==> src/rtl/fetch_unit_pkg.sv <==
// Shared fetch-stage definitions: FSM state encodings and the default
// geometry of the unified memory seen by fetch, memory and decode.
package fetch_unit_pkg;

  localparam int DEF_MEM_WORDS = 16;
  localparam int DEF_DATA_W    = 16;
  localparam int DEF_ADDR_W    = 16;
  localparam int FETCH_CNT_W   = 16;

  typedef enum logic [1:0] {
    FS_IDLE = 2'd0,
    FS_REQ  = 2'd1,
    FS_RESP = 2'd2,
    FS_HOLD = 2'd3
  } fetch_state_t;

endpackage

==> src/rtl/fetch_unit_if.sv <==
// Memory read port, redirect input and decode handshake of the fetch stage.
interface fetch_unit_if
  import fetch_unit_pkg::*;
#(
  parameter int DATA_W = DEF_DATA_W,
  parameter int ADDR_W = DEF_ADDR_W
);
  logic                   MemRead;
  logic [ADDR_W-1:0]      ADDR;
  logic [DATA_W-1:0]      Mem_Data;
  logic                   Redirect;
  logic [ADDR_W-1:0]      Redirect_PC;
  logic [DATA_W-1:0]      Instr;
  logic [ADDR_W-1:0]      Instr_PC;
  logic                   Instr_valid;
  logic                   Instr_ready;
  logic [FETCH_CNT_W-1:0] Fetch_count;

  modport master (
    output MemRead, ADDR, Instr, Instr_PC, Instr_valid, Fetch_count,
    input  Mem_Data, Redirect, Redirect_PC, Instr_ready
  );

  modport slave (
    input  MemRead, ADDR, Instr, Instr_PC, Instr_valid, Fetch_count,
    output Mem_Data, Redirect, Redirect_PC, Instr_ready
  );
endinterface

==> src/rtl/fetch_unit_pc_counter.sv <==
// Program counter: word index into the memory, wraps modulo MEM_WORDS.
module pc_counter
  import fetch_unit_pkg::*;
#(
  parameter int MEM_WORDS = DEF_MEM_WORDS,
  parameter int RESET_PC  = 0,
  parameter int IDX_W     = $clog2(DEF_MEM_WORDS)
) (
  input  logic             CLK,
  input  logic             reset,
  input  logic             load,
  input  logic [IDX_W-1:0] load_val,
  input  logic             inc,
  output logic [IDX_W-1:0] pc
);
  localparam logic [IDX_W-1:0] RST_IDX = IDX_W'(RESET_PC % MEM_WORDS);

  logic [IDX_W-1:0] pc_r;

  // Load beats increment; power-of-two depth makes the add wrap for free.
  always_ff @(posedge CLK) begin
    if (reset) begin
      pc_r <= RST_IDX;
    end else if (load) begin
      pc_r <= load_val;
    end else if (inc) begin
      pc_r <= pc_r + IDX_W'(1);
    end else begin
      pc_r <= pc_r;
    end
  end

  assign pc = pc_r;
endmodule

==> src/rtl/fetch_unit.sv <==
// Instruction fetch stage: PC ownership, one registered memory read per
// instruction, instruction register and valid/ready handshake to decode.
module fetch_unit
  import fetch_unit_pkg::*;
#(
  parameter int MEM_WORDS = DEF_MEM_WORDS,
  parameter int DATA_W    = DEF_DATA_W,
  parameter int ADDR_W    = DEF_ADDR_W,
  parameter int RESET_PC  = 0
) (
  input  logic         CLK,
  input  logic         reset,
  fetch_unit_if.master bus
);
  localparam int IDX_W = $clog2(MEM_WORDS);

  fetch_state_t           state_r;
  logic [DATA_W-1:0]      instr_r;
  logic [ADDR_W-1:0]      instr_pc_r;
  logic                   instr_valid_r;
  logic [FETCH_CNT_W-1:0] fetch_count_r;
  logic [IDX_W-1:0]       pc_s;
  logic                   pc_load_s;
  logic                   pc_inc_s;
  logic                   unused_rpc_hi_s;

  assign unused_rpc_hi_s = ^bus.Redirect_PC[ADDR_W-1:IDX_W];

  pc_counter #(
    .MEM_WORDS (MEM_WORDS),
    .RESET_PC  (RESET_PC),
    .IDX_W     (IDX_W)
  ) u_pc (
    .CLK      (CLK),
    .reset    (reset),
    .load     (pc_load_s),
    .load_val (bus.Redirect_PC[IDX_W-1:0]),
    .inc      (pc_inc_s),
    .pc       (pc_s)
  );

  // PC control: a redirect suppresses the post-capture increment.
  always_comb begin
    pc_load_s = 1'b0;
    pc_inc_s  = 1'b0;
    if (bus.Redirect) begin
      pc_load_s = 1'b1;
    end else if (state_r == FS_RESP) begin
      pc_inc_s = 1'b1;
    end else begin
      pc_inc_s = 1'b0;
    end
  end

  // Fetch FSM, instruction register and accepted-instruction counter.
  always_ff @(posedge CLK) begin
    if (reset) begin
      state_r       <= FS_IDLE;
      instr_r       <= '0;
      instr_pc_r    <= '0;
      instr_valid_r <= 1'b0;
      fetch_count_r <= '0;
    end else begin
      // A handshake in HOLD completes even when a redirect lands the same cycle.
      if ((state_r == FS_HOLD) && bus.Instr_ready) begin
        fetch_count_r <= fetch_count_r + 16'd1;
      end else begin
        fetch_count_r <= fetch_count_r;
      end

      if (bus.Redirect) begin
        state_r       <= FS_REQ;
        instr_valid_r <= 1'b0;
      end else begin
        case (state_r)
          FS_IDLE: state_r <= FS_REQ;
          FS_REQ:  state_r <= FS_RESP;
          FS_RESP: begin
            instr_r       <= bus.Mem_Data;
            instr_pc_r    <= ADDR_W'(pc_s);
            instr_valid_r <= 1'b1;
            state_r       <= FS_HOLD;
          end
          FS_HOLD: begin
            if (bus.Instr_ready) begin
              instr_valid_r <= 1'b0;
              state_r       <= FS_REQ;
            end else begin
              state_r <= FS_HOLD;
            end
          end
          default: begin
            instr_valid_r <= 1'b0;
            state_r       <= FS_IDLE;
          end
        endcase
      end
    end
  end

  assign bus.MemRead     = (state_r == FS_REQ);
  assign bus.ADDR        = ADDR_W'(pc_s);
  assign bus.Instr       = instr_r;
  assign bus.Instr_PC    = instr_pc_r;
  assign bus.Instr_valid = instr_valid_r;
  assign bus.Fetch_count = fetch_count_r;
endmodule

==> src/flat_wrapper.sv <==
// flat-port wrapper written by rule: the top's interface ports become plain ports
module fetch_unit_flat import fetch_unit_pkg::*;
#(
  parameter int MEM_WORDS = DEF_MEM_WORDS,
  parameter int DATA_W    = DEF_DATA_W,
  parameter int ADDR_W    = DEF_ADDR_W,
  parameter int RESET_PC  = 0
)
  (CLK, reset, bus_MemRead, bus_ADDR, bus_Instr, bus_Instr_PC, bus_Instr_valid, bus_Fetch_count, bus_Mem_Data, bus_Redirect, bus_Redirect_PC, bus_Instr_ready);
  fetch_unit_if #(.DATA_W(DATA_W), .ADDR_W(ADDR_W)) bus_i ();
  input  logic CLK;
  input  logic reset;
  output wire logic [$bits(bus_i.MemRead)-1:0] bus_MemRead;
  output wire logic [$bits(bus_i.ADDR)-1:0] bus_ADDR;
  output wire logic [$bits(bus_i.Instr)-1:0] bus_Instr;
  output wire logic [$bits(bus_i.Instr_PC)-1:0] bus_Instr_PC;
  output wire logic [$bits(bus_i.Instr_valid)-1:0] bus_Instr_valid;
  output wire logic [$bits(bus_i.Fetch_count)-1:0] bus_Fetch_count;
  input wire logic [$bits(bus_i.Mem_Data)-1:0] bus_Mem_Data;
  input wire logic [$bits(bus_i.Redirect)-1:0] bus_Redirect;
  input wire logic [$bits(bus_i.Redirect_PC)-1:0] bus_Redirect_PC;
  input wire logic [$bits(bus_i.Instr_ready)-1:0] bus_Instr_ready;
  assign bus_MemRead = bus_i.MemRead;
  assign bus_ADDR = bus_i.ADDR;
  assign bus_Instr = bus_i.Instr;
  assign bus_Instr_PC = bus_i.Instr_PC;
  assign bus_Instr_valid = bus_i.Instr_valid;
  assign bus_Fetch_count = bus_i.Fetch_count;
  assign bus_i.Mem_Data = bus_Mem_Data;
  assign bus_i.Redirect = bus_Redirect;
  assign bus_i.Redirect_PC = bus_Redirect_PC;
  assign bus_i.Instr_ready = bus_Instr_ready;
  fetch_unit #(.MEM_WORDS(MEM_WORDS), .DATA_W(DATA_W), .ADDR_W(ADDR_W), .RESET_PC(RESET_PC)) u_core (.CLK(CLK), .reset(reset), .bus(bus_i));
endmodule
==> config.mk <==
export PLATFORM = sky130hd
export DESIGN_NAME = fetch_unit_flat
export DESIGN_NICKNAME = d
export VERILOG_FILES = /design/src/rtl/fetch_unit_pkg.sv /design/src/rtl/fetch_unit_if.sv /design/src/rtl/fetch_unit_pc_counter.sv /design/src/rtl/fetch_unit.sv /design/src/flat_wrapper.sv
export SDC_FILE = /design/constraint.sdc
export NUM_CORES = 1
export LEC_CHECK = 0
export ABC_AREA = 1
export CAP_MARGIN = 20
export CORE_UTILIZATION = 36
export DETAILED_ROUTE_END_ITERATION = 8
export PLACE_DENSITY = 0.78
export SYNTH_ARGS = -nofsm -noshare
export SYNTH_HDL_FRONTEND = slang
export SYNTH_SLANG_ARGS = --single-unit
==> constraint.sdc <==
create_clock -name CLK -period 1.2 [get_ports CLK]
set_input_delay 0.12 -clock CLK [delete_from_list [all_inputs] [get_ports CLK]]
set_output_delay 0.12 -clock CLK [all_outputs]
set_load 0.03 [all_outputs]
==> impl_metrics.tcl, run 1 <==
set metrics [dict create \
    switching_share_pct 27.2 \
    synth.avg_cell_area_um2 7.30 \
    synth-warning-count 0 \
    syn_to_final_growth_pct 49.6 \
    synth_area_leaders "dfxtp_1 (43%), nand2_1 (14%), buf_4 (9.4%)" \
    slowest_stage "dfxtp_2" \
    worstPathArrival_ns 1.14 \
    setup_viol 4 \
    worstPathMaxFanout 4 \
    overflow 0 \
    yosys.area.top_type "dfxtp_1" \
    pwr-share-comb_pct 14.6 \
    grt_pass1_wl_mm 8.21 \
    vias_per_cell 4.60 \
    clock_latency_ns 0.30 \
    ir_drop_v 0.000478 \
    fin_skew_ns 0.00556 \
    hp-class "in2reg" \
    clock.fmax_mhz 795 \
    io_buffer_count 65 \
    cp-startpoint "u_core.state_r[0]" \
    dpl.cell_count 419 \
    rsz0062_at_grt "true" \
    syn_inst 275 \
    dr.pass1.iters 4 \
    synth_top_area_share_pct 42.9 \
    gp_congestion 0.849 \
    fin_crit_ns 1.26 \
    htree_levels 2 \
    cts_num_sinks 43 \
    clkPwrFrac_pct 33.7 \
    antenna_found_initial 0 \
    multiInputGateArea_um2 982 \
    fp.dieW_um 76.7 \
    antenna_left 0 \
    n_antenna_cell 0 \
    drc 0 \
    seq_power_share_pct 51.8 \
    ioPinCount 102 \
    cts_buffers 5 \
    grtUsageTotal_pct 17.5 \
    synthTopCellsByCount "nand2_1 (76), dfxtp_1 (43), a21oi_1 (30)" \
    yosysSeqAreaShare_pct 42.9 \
    grt_pass1_vias 1785 \
    synth.cell_area_mm2 0.00201 \
    synthFlopType "dfxtp_1" \
    fin_crit_sh_pct 105 \
    rows 26 \
    r2r_start "u_core.bus.Fetch_count[1]" \
    p_switching_mw 0.772 \
    root_buffer "clkbuf_8" \
    n_fill_cell 464 \
    drtIter0Drc 61 \
    place_area_mm2 0.00281 \
    outcome "complete, but fails checks" \
    power_density_mw_per_mm2 945 \
    critical_path_required_ns 1.08 \
    ys_types 25 \
    leakage_nw 1.28 \
    critPathLaunchType "register" \
    yosysMostFrequentCell "nand2_1" \
    hold_buffers 0 \
    fin_area_mm2 0.00300 \
    critPathMaxStageDelay_ns 0.37 \
    nNetsFinal 402 \
    crit_chain "inv_1 > buf_4 > nor2_4 > buf_6" \
    wirelength_mm 5.25 \
    p_int_mw 2.06 \
    violations "setup timing" \
    cts_buffer_depth 2 \
    fp.coreArea_mm2 0.00524 \
    regArea_um2 887 \
    worstSetupPathType "reg2out" \
    synth-edff-count 0 \
    finalHoldViolCount 0 \
    final_cell_count_no_fill 435 \
    synth-seq-cells 43 \
    drv_slew 0 \
    cts_tree "built" \
    dpl.hpwl_mm 3.66 \
    wl_per_cell_um 12.1 \
    dieArea_mm2 0.00588 \
    chipHeight_um 76.7 \
    grt_max_degree 19 \
    clk_pin_slew_ns 0.08 \
    end_kind "output pin" \
    setup_tns_ns -0.106 \
    vias 2002 \
    setup_slack_ns -0.0579 \
    hold_start "bus_Mem_Data[14]" \
    drive_gt1_share_pct 21.6 \
    maxCapViolCount 0 \
    async_flop_share_pct 0 \
    start_util_pct 38.3 \
]
path summary, 6_finish.rpt:
kind                                                   to  slack [ns]  depth (start not counted)
worst max-delay path                          bus_MemRead       -0.06                          4
worst min-delay path                 u_core.bus.Instr[14]        0.38                          3
worst max register to register  u_core.bus.Fetch_count[9]       -0.03                          9
worst min register to register        u_core.bus.Instr[4]        0.46                          2
cells in the final DEF, fill, tap and decap left out, types with 2 or more instances in the layout:
master           Yosys  routed
dfxtp_4              0       5
a21oi_1             30      27
o21ai_0              8       5
dfxtp_1             43      32
xor2_1               3       3
conb_1               1      24
nand3_2              1       2
buf_4               25      26
inv_1               22      20
nor2_1              28      24
o21ai_1              0       3
nand2_2              1       3
o21a_1               2       2
buf_12               0       4
clkdlybuf4s15_1      0      14
nor2_4               3       4
clkbuf_8             1       6
a31oi_1              3       3
clkbuf_2             0       6
clkdlybuf4s50_1      0      23
dlygate4sd2_1        0      13
nor2_2               1       4
a21oi_2              0       3
dfxtp_2              0       6
nand3_1             10       8
buf_6                0       3
nand2_1             76      74
nand4_1              5       5
layout make-up:
class	count	share of cell area [%]
repair buffers	91	28.8
clock buffers	7	2.88
inverters	22	3.00
flip-flops and latches	43	29.6
clock inverters	1	0.167
multi-input cells	201	32.7
well taps	70	2.92
logic make-up (layout without fill, tap and decap cells):
family	count (synthesis)	in the layout	synth area share (%)
compound gates	44	44	11.7
xor+xnor	3	3	1.31
fa+ha+maj	2	2	1.25
buf+inv	54	121	15.5
flops	43	43	42.9
other cells	1	24	0.187
simple gates	128	128	27.2
stage by stage:
step                total power, mW  util [%]  hold WS [ns]  worst slack, ns
floorplan                      1.79         -         0.264         -0.00409
global placement               1.89      53.6         0.452           -0.192
detailed placement             1.90      53.6         0.454           -0.225
CTS                            2.85      54.9         0.373           -0.116
global route                   2.97      57.3         0.382           -0.117
finish                         2.84      57.3         0.376          -0.0579
metal layers:
layer / vias up / track usage (%) / wire length, um
li1: 1001 / - / -
met1: 925 / 21.8 / 2330
met2: 70 / 27.7 / 2630
met3: 6 / 4.17 / 224
met4: 0 / 9.62 / 74
met5: - / 0 / 0
registers in the layout, summed over array words and instances, names as in the netlist:
register / count
u_core.bus.Fetch_count: 16
u_core.bus.Instr: 16
u_core.bus.Instr_PC: 4
u_core.u_pc.pc: 4
u_core.state_r: 2
u_core.bus.Instr_valid: 1
critical path, delay by kind of cell, from the launching register on:
family | cells | cell delay (ns)
buffers and inverters | 3 | 0.38
DFF | 1 | 0.37
and+or+nand+nor | 1 | 0.09
power by group through the flow:
stage	combinational (mW)	clock [mW]	sequential (mW)
floorplan	0.254	0	1.54
global placement	0.395	0	1.50
detailed placement	0.399	0	1.50
CTS	0.392	0.991	1.46
global route	0.439	1.06	1.47
finish	0.413	0.955	1.47
repair_timing:
action	CTS	global route
pin swaps	1	11
resized for setup	45	43
gates cloned	0	1
setup endpoints to repair	56	55
setup buffers	0	7
No activity file was read; power rests on OpenSTA's default activity.
==> inputs of run 2 (changes only) <==
--- a/config.mk
+++ b/config.mk
@@ -6,9 +6,9 @@
 export NUM_CORES = 1
 export LEC_CHECK = 0
 export ABC_AREA = 1
-export CAP_MARGIN = 20
 export CORE_UTILIZATION = 36
 export DETAILED_ROUTE_END_ITERATION = 8
+export GPL_TIMING_DRIVEN = 0
 export PLACE_DENSITY = 0.78
 export SYNTH_ARGS = -nofsm -noshare
 export SYNTH_HDL_FRONTEND = slang
==> run 2 against run 1 <==
  * Flip-flop and latch count unchanged
  * Largest cell class unchanged
  * Via count is 1.7% higher
  * Core utilization is 2.1 points higher
  * Cell count up 4.4%
  * The run still ends with setup timing left
==> impl_metrics.tcl, run 2 (same netlist as run 1, synthesis figures left out) <==
set metrics [dict create \
    end_kind "register" \
    rows 26 \
    n_antenna_cell 0 \
    post-place-ws_ns -0.408 \
    root_buffer "clkbuf_8" \
    clk_pin_slew_ns 0.08 \
    start_util_pct 38.3 \
    worstPathMaxFanout 6 \
    cts_buffers 5 \
    crit_cells 7 \
    crit_chain "nand2_1 > nor2_2 > inv_1 > nor2_4 > nand4_1 > nand2_1 > nor2_1" \
    fp.coreArea_mm2 0.00524 \
    cp-endpoint "u_core.bus.Fetch_count[13]" \
    clock.fmax_mhz 804 \
    r2r_end "u_core.bus.Fetch_count[13]" \
    fin_skew_ns 0.00177 \
    path_common_cell "nand2_1" \
    dpl.cell_count 432 \
    dr.pass1.iters 4 \
    grt_pass1_wl_mm 8.11 \
    reg2reg_depth 7 \
    layout_common_cells "nand2_1 (73), buf_4 (40), a21oi_1 (30), dfxtp_1 (30), conb_1 (24)" \
    worstSetupPathType "reg2reg" \
    final_cell_count_no_fill 454 \
    dpl.hpwl_mm 3.65 \
    drv_slew 0 \
    io_buffer_count 64 \
    worstPathArrival_ns 1.41 \
    slowest_stage "dfxtp_4" \
    vias 2037 \
    ioPinCount 102 \
    power_density_mw_per_mm2 920 \
    layout_commonest_cell "nand2_1" \
    syn_to_final_growth_pct 55.0 \
    cts_buffer_depth 2 \
    cp-startpoint "u_core.bus.Fetch_count[3]" \
    clock_latency_ns 0.29 \
    cts_tree "built" \
    htree_levels 2 \
    grt_pass1_vias 1727 \
    setup_viol 5 \
    chipHeight_um 76.7 \
    hold_buffers 0 \
    cts_num_sinks 43 \
    maxCapViolCount 0 \
    vias_per_cell 4.49 \
    final_util_pct 59.4 \
    outcome "complete, but fails checks" \
    ir_drop_v 0.000749 \
    nNetsFinal 421 \
    worst-path-buf-inv 1 \
    hp-class "in2reg" \
    setup_slack_ns -0.0436 \
    worst_path_dominant_cell_family "simple AND/OR/NAND/NOR gates" \
    dieArea_mm2 0.00588 \
    fin_crit_ns 1.24 \
    wl_per_cell_um 11.8 \
    p_total_mw 2.86 \
    ff2ff_setup_slack_ns -0.04 \
    grtUsageTotal_pct 17.6 \
    rsz0062_at_grt "true" \
    overflow 0 \
    antenna_found_initial 0 \
    critical_path_required_ns 1.37 \
    violations "setup timing" \
    critPathMaxStageDelay_ns 0.39 \
    finalHoldViolCount 0 \
    drc 0 \
    antenna_left 0 \
    critPathLaunchType "register" \
    wirelength_mm 5.35 \
    drtIter0Drc 87 \
    drive_gt1_share_pct 25.0 \
    leakage_nw 1.37 \
    tightest_slew_ns 0.525 \
    fin_crit_sh_pct 104 \
    gp_congestion 0.855 \
    grt_max_degree 14 \
    maxSlewHeadroom_pct 65.0 \
    fp.dieW_um 76.7 \
    r2r_start "u_core.bus.Fetch_count[3]" \
]
## run 2: metal layers
metal	track usage [%]	wire, um
met1	20.9	2300
met2	29.3	2650
met3	4.52	337
met4	8.27	65
met5	0	0
## run 2: worst min-delay path by stage
stage | start | to | slack, ns | cells past startpoint
detailed placement | u_core.bus.Instr[14] | u_core.bus.Instr[14] | 0.46 | 2
CTS | reset | u_core.bus.Instr[2] | 0.15 | 2
finish | reset | u_core.bus.Instr[2] | 0.16 | 2
global route | reset | u_core.u_pc.pc[2] | 0.16 | 2
global placement | u_core.bus.Instr[9] | u_core.bus.Instr[9] | 0.45 | 2
floorplan | bus_Mem_Data[2] | u_core.bus.Instr[2] | 0.26 | 2
## run 2: power breakdown
| part | switching [mW] | internal [mW] | total [mW] |
|---|---|---|---|
| Clock | 0.477 | 0.464 | 0.942 |
| Combinational | 0.266 | 0.189 | 0.454 |
| Sequential | 0.0265 | 1.44 | 1.47 |
## run 2: per-stage QoR
step	instance area, um^2	hold WS, ns	setup TNS (ns)
floorplan	2130	0.264	-0.00409
global placement	2860	0.451	-10.31
detailed placement	2860	0.455	-11.44
CTS	3020	0.153	-0.0130
global route	3110	0.163	-0.867
finish	3110	0.159	-0.0807
## run 2: repair_timing
action | in CTS | in global routing
buffers inserted | 7 | 8
cloned | 0 | 0
pin swaps | 4 | 11
endpoints found under the setup margin | 76 | 61
resized for setup | 84 | 44
## run 2: final cells by class
cell class,count,area [um^2]
clock inverters,1,5.00
flip-flops and latches,43,895
repair buffers,79,711
plain buffers,31,240
fillers,466,2130
inverters,22,87.6
clock buffers,7,86.3
multi-input cells,201,998
well taps,70,87.6
==> inputs of run 3 (changes only) <==
--- a/config.mk
+++ b/config.mk
@@ -8,8 +8,10 @@
 export ABC_AREA = 1
 export CORE_UTILIZATION = 36
 export DETAILED_ROUTE_END_ITERATION = 8
+export GPL_ROUTABILITY_DRIVEN = 0
 export GPL_TIMING_DRIVEN = 0
-export PLACE_DENSITY = 0.78
+export PLACE_DENSITY = 0.77
+export RECOVER_POWER = 50
 export SYNTH_ARGS = -nofsm -noshare
 export SYNTH_HDL_FRONTEND = slang
 export SYNTH_SLANG_ARGS = --single-unit
==> run 3 against run 2 <==
  * The run still ends with setup timing left
  * Die area is the same
  * Wire length is 3.1% lower
  * Core utilization down 0.72 points
  * Largest power group unchanged
==> impl_metrics.tcl, run 3 (same netlist as run 1, synthesis figures left out) <==
set metrics [dict create \
    power_density_mw_per_mm2 930 \
    cp-startpoint "bus_Instr_ready" \
    dieArea_mm2 0.00588 \
    fin_crit_sh_pct 104 \
    maxCapViolCount 0 \
    antenna_found_initial 0 \
    maxSlewHeadroom_pct 62.5 \
    grtUsageTotal_pct 17.4 \
    grt_pass1_vias 1727 \
    drv_slew 0 \
    grt_max_degree 13 \
    antenna_left 0 \
    chipHeight_um 76.7 \
    critPathLaunchType "input port" \
    drtIter0Drc 88 \
    vias 1991 \
    drive_gt1_share_pct 25.3 \
    rows 26 \
    wl_per_cell_um 11.5 \
    rsz0062_at_grt "true" \
    violations "setup timing" \
    worstPathArrival_ns 1.41 \
    grt_pass1_wl_mm 8.07 \
    nNetsFinal 417 \
    fp.dieW_um 76.7 \
    hold_start "reset" \
    final_util_pct 58.7 \
    critical_path_required_ns 1.36 \
    drc 0 \
    clock.fmax_mhz 804 \
    ioPinCount 102 \
    syn_to_final_growth_pct 53.1 \
    n_antenna_cell 0 \
    wirelength_mm 5.18 \
    whs_ns 0.129 \
    ir_drop_v 0.000684 \
    clock_latency_ns 0.29 \
    n_fill_cell 488 \
    regArea_um2 895 \
    cts_buffers 5 \
    layout_commonest_cell "nand2_1" \
    setup_viol 8 \
    leakage_nw 1.32 \
    io_buffer_count 64 \
    worstPathMaxFanout 6 \
    overflow 0 \
    cts_buffer_depth 2 \
    multiInputGateArea_um2 995 \
    post-place-ws_ns -0.426 \
    dr.pass1.iters 4 \
    finalHoldViolCount 0 \
    vias_per_cell 4.43 \
    place_area_mm2 0.00286 \
    hp-class "in2reg" \
    cts_tree "built" \
    setup_slack_ns -0.0441 \
    dpl.hpwl_mm 3.68 \
    tightest_slew_ns 0.563 \
    start_util_pct 38.3 \
    htree_levels 2 \
    end_kind "register" \
    fin_crit_ns 1.24 \
    fin_area_mm2 0.00307 \
    layout_common_cells "nand2_1 (72), buf_4 (34), dfxtp_1 (30), a21oi_1 (29)" \
    worstSetupPathType "in2reg" \
    outcome "complete, but fails checks" \
    fin_skew_ns 0.00420 \
    clk_pin_slew_ns 0.08 \
    cts_num_sinks 43 \
    r2r_start "u_core.bus.Fetch_count[1]" \
    fp.coreArea_mm2 0.00524 \
    root_buffer "clkbuf_8" \
    p_total_mw 2.86 \
]
run 3: per-stage QoR:
step | cells | TNS [ns]
floorplan | 298 | -0.00409
global placement | 432 | -10.91
detailed placement | 432 | -12.20
CTS | 443 | -0.165
global route | 449 | -1.38
finish | 449 | -0.174
run 3: cell type report:
cell class              instances  area share, %
inverters                      22           2.85
clock buffers                   6           2.69
plain buffers                  32           8.18
repair buffers                 74           21.8
multi-input cells             201           32.4
flip-flops and latches         43           29.1
well taps                      70           2.85
clock inverters                 1          0.163
run 3: power breakdown:
part | switching (mW) | total [mW] | internal (mW) | leakage [nW]
combinational | 0.265 | 0.457 | 0.191 | 0.919
sequential | 0.0267 | 1.47 | 1.44 | 0.356
clock | 0.484 | 0.936 | 0.452 | 0.0470
total | 0.776 | 2.86 | 2.08 | 1.32
run 3: timing repair:
item	4_1_cts	5_1_grt
hold endpoints to repair	0	0
endpoints found under the setup margin	75	62
gates cloned	0	0
setup buffers	4	6
pin swaps	2	11
resized for setup	78	55
hold buffers	0	0
run 3: routing by layer:
metal / vias to the layer above / global-route usage [%] / part of all wire [%]
li1: 1033 / - / -
met1: 880 / 21.1 / 44
met2: 67 / 28.7 / 48
met3: 11 / 4.29 / 5.2
met4: 0 / 8.08 / 2.3
met5: - / 0 / 0
run 3: path summary, 6_finish.rpt:
kind | endpoint | slack [ns] | depth (start not counted)
max reg2reg | u_core.bus.Fetch_count[8] | -0.04 | 6
min reg2reg | u_core.bus.Instr[5] | 0.46 | 2
max | u_core.bus.Fetch_count[13] | -0.04 | 8
min | u_core.u_pc.pc[0] | 0.13 | 2
run 3: critical path, cell delays in order:
cell and delay, ns:
clkdlybuf4s50_1 0.54, nand2_1 0.12, nor2_4 0.13, nand2_2 0.08
nor2_4 0.19, nand4_1 0.11, nand2_1 0.07, nor2_1 0.03
==> RTL change, RTL diff (settings of run 2) <==
`FETCH_CNT_W`: 16 -> 24.
--- a/src/rtl/fetch_unit_pkg.sv
+++ b/src/rtl/fetch_unit_pkg.sv
@@ -7,3 +7,3 @@
   localparam int DEF_ADDR_W    = 16;
-  localparam int FETCH_CNT_W   = 16;
+  localparam int FETCH_CNT_W   = 24;
 
Ports: changed (resized bus_Fetch_count); port bits go from 102 to 110. No check against the original RTL was run, so the function may have changed too.
==> RTL change against run 2 <==
  * Final cell count increased by 28%
  * Wire length increased by 32%
  * Largest power group unchanged
  * Critical path type unchanged
  * Worst setup slack got worse by 0.064 ns
  * Core utilization decreased by 0.79 points
  * Cell area increased by 28%
  * The run still ends with setup timing left
  * Sequential cell count increased by 8
  * Total power increased by 14%
  * Clock power increased by 11%
  * Area after synthesis increased by 26%
==> RTL change: results (changes against run 2) <==
STA
The sum of negative setup slack is -1.74 ns (-1.66 ns). The worst-case headroom to the max-slew limit is 53.4% (-12 points). The final number of setup-violating endpoints is 34 (+29). The setup clock skew after layout is 0.0104 ns (+0.00866 ns). The post-layout worst setup margin was -0.108 ns (-0.0639 ns).

Placed design
The final weighted congestion of routability-driven global placement was 0.833 (-2.6%). The final HPWL from detailed placement is 4690 um (+29%). The number of port buffers is 72 (+13%).

Cells and area
The register with the most flip-flops in the layout has 24 of them. The fraction of layout instances using a drive strength above 1 is 42.5% (+17 points). The number of nets in the layout is 522 (+24%).

The fill cell instance count of the final layout is 617 (+32%).

Routing
The number of DRC violations after detailed-routing iteration 0 came to 66 (-24%). The total vias in the final route is 2656 (+30%). The first-pass iteration count of the detailed router came to 4 (unchanged). The total wire length was 7050 um (+32%).

GRT
The wire length of the first global-routing pass came to 10300 um (+27%). The via count of the first global-routing pass is 2325 (+35%). The aggregate global routing overflow is 0 (unchanged). The maximum number of pins on one net before global-route repair came to 18 (+4). The overall track demand over capacity in global routing is 17.4% (-0.15 points).

Clock network
The clock buffer count from CTS came to 5 (unchanged). The tree is rooted in a clkbuf_8. The later-pin clock latency in the skew report was 0.32 ns (+0.03 ns).

The worst-case clock buffer depth is 2 (unchanged). The clock input transition at the sequential cells of the worst setup and hold paths is 0.10 ns (+0.02 ns).

Worst setup path
The largest fanout on the critical path came to 6 (unchanged). The kind of cell with the highest combined delay along the critical path is simple AND/OR/NAND/NOR gates. The arrival time at the worst endpoint came to 1.53 ns (+0.12 ns). The slowest stage of the critical path is the dfxtp_4 cell.

The largest stage delay on the critical path is 0.42 ns (+0.03 ns).

Pwr
The static leakage was 0.00169 uW (+23%). The worst-case vdd ir drop is 635 uV (-15%).

Yosys
The count of unique library cells instantiated by Yosys was 28 (+12%). The portion of the post-synthesis area used by sequential elements is 40.3% (-2.6 points). The count of mapped cells out of synthesis is 364 (+32%). The count of yosys warnings during synthesis is 0 (unchanged). By count the netlist is led by nand2_1, dfxtp_1, nor2_1, a21oi_1, inv_1. In the post-synthesis netlist, the biggest area contributors are dfxtp_1, nand2_1, buf_4, nor2_1, a21oi_1.

Status
The checks that failed: setup timing. The run finished, with violations left.

Min path
The worst hold path belongs to the class primary input to flip-flop.
RTL change: layout make-up:
| cell class | count | area [um2] | area share (%) |
|---|---|---|---|
| Buffer | 33 | 254 | 6.38 |
| Clock buffer | 5 | 68.8 | 1.73 |
| Multi-Input combinational cell | 268 | 1530 | 38.5 |
| Inverter | 35 | 141 | 3.55 |
| Tap cell | 96 | 120 | 3.02 |
| Clock inverter | 3 | 22.5 | 0.566 |
| Timing Repair Buffer | 90 | 756 | 19.0 |
| Sequential cell | 51 | 1080 | 27.2 |
RTL change: path summary, 6_finish.rpt:
| check | cells past startpoint | start | end |
|---|---|---|---|
| min reg2reg | 1 | u_core.bus.Fetch_count[3]$_SDFFE_PP0P_ | u_core.bus.Fetch_count[3]$_SDFFE_PP0P_ |
| max | 6 | u_core.state_r[1]$_SDFF_PP0_ | u_core.bus.Instr_PC[0]$_SDFFE_PP0P_ |
| min | 2 | reset | u_core.bus.Instr[11]$_SDFFE_PP0P_ |
| max reg2reg | 6 | u_core.state_r[1]$_SDFF_PP0_ | u_core.bus.Instr_PC[0]$_SDFFE_PP0P_ |
RTL change: kinds of logic after synthesis:
group	share of synthesized area, %
XOR/XNOR	0.691
AND/OR/NAND/NOR	33.7
other	0.148
adder cells (fa/ha/maj)	0.987
flip-flops	40.3
AO/OA/AOI/OAI	9.98
buffers and inverters	14.2
RTL change: stage by stage:
step	cell area [um2]	hold WS (ns)	worst slack, ns	std cells
after floorplan	2690	0.264	-0.0663	387
after global placement	3530	0.433	-0.433	555
after detailed placement	3530	0.426	-0.446	555
after CTS	3730	0.0822	-0.0997	567
after global routing	3980	0.103	-0.187	581
final	3980	0.0896	-0.108	581
RTL change: per-layer routing:
layer / part of all wire, % / vias to the layer above / track usage (%)
met3: 7.9 / 15 / 6.74
met4: 2.1 / 0 / 6.67
li1: - / 1336 / -
met5: 0 / - / 0
met1: 40 / 1216 / 19.5
met2: 50 / 89 / 29.8
RTL change: timing repair:
action,CTS,global route
setup endpoints to repair,90,82
resized for setup,135,127
pin swaps,13,26
gates cloned,0,3
setup buffers,4,11
RTL change: report_power, final:
group	switching, uW	internal (uW)	leakage [uW]	total (uW)
sequential	29.9	1690	0.000428	1720
clock	635	419	0.0000485	1050
combinational	291	203	0.00121	494
total	956	2310	0.00169	3270
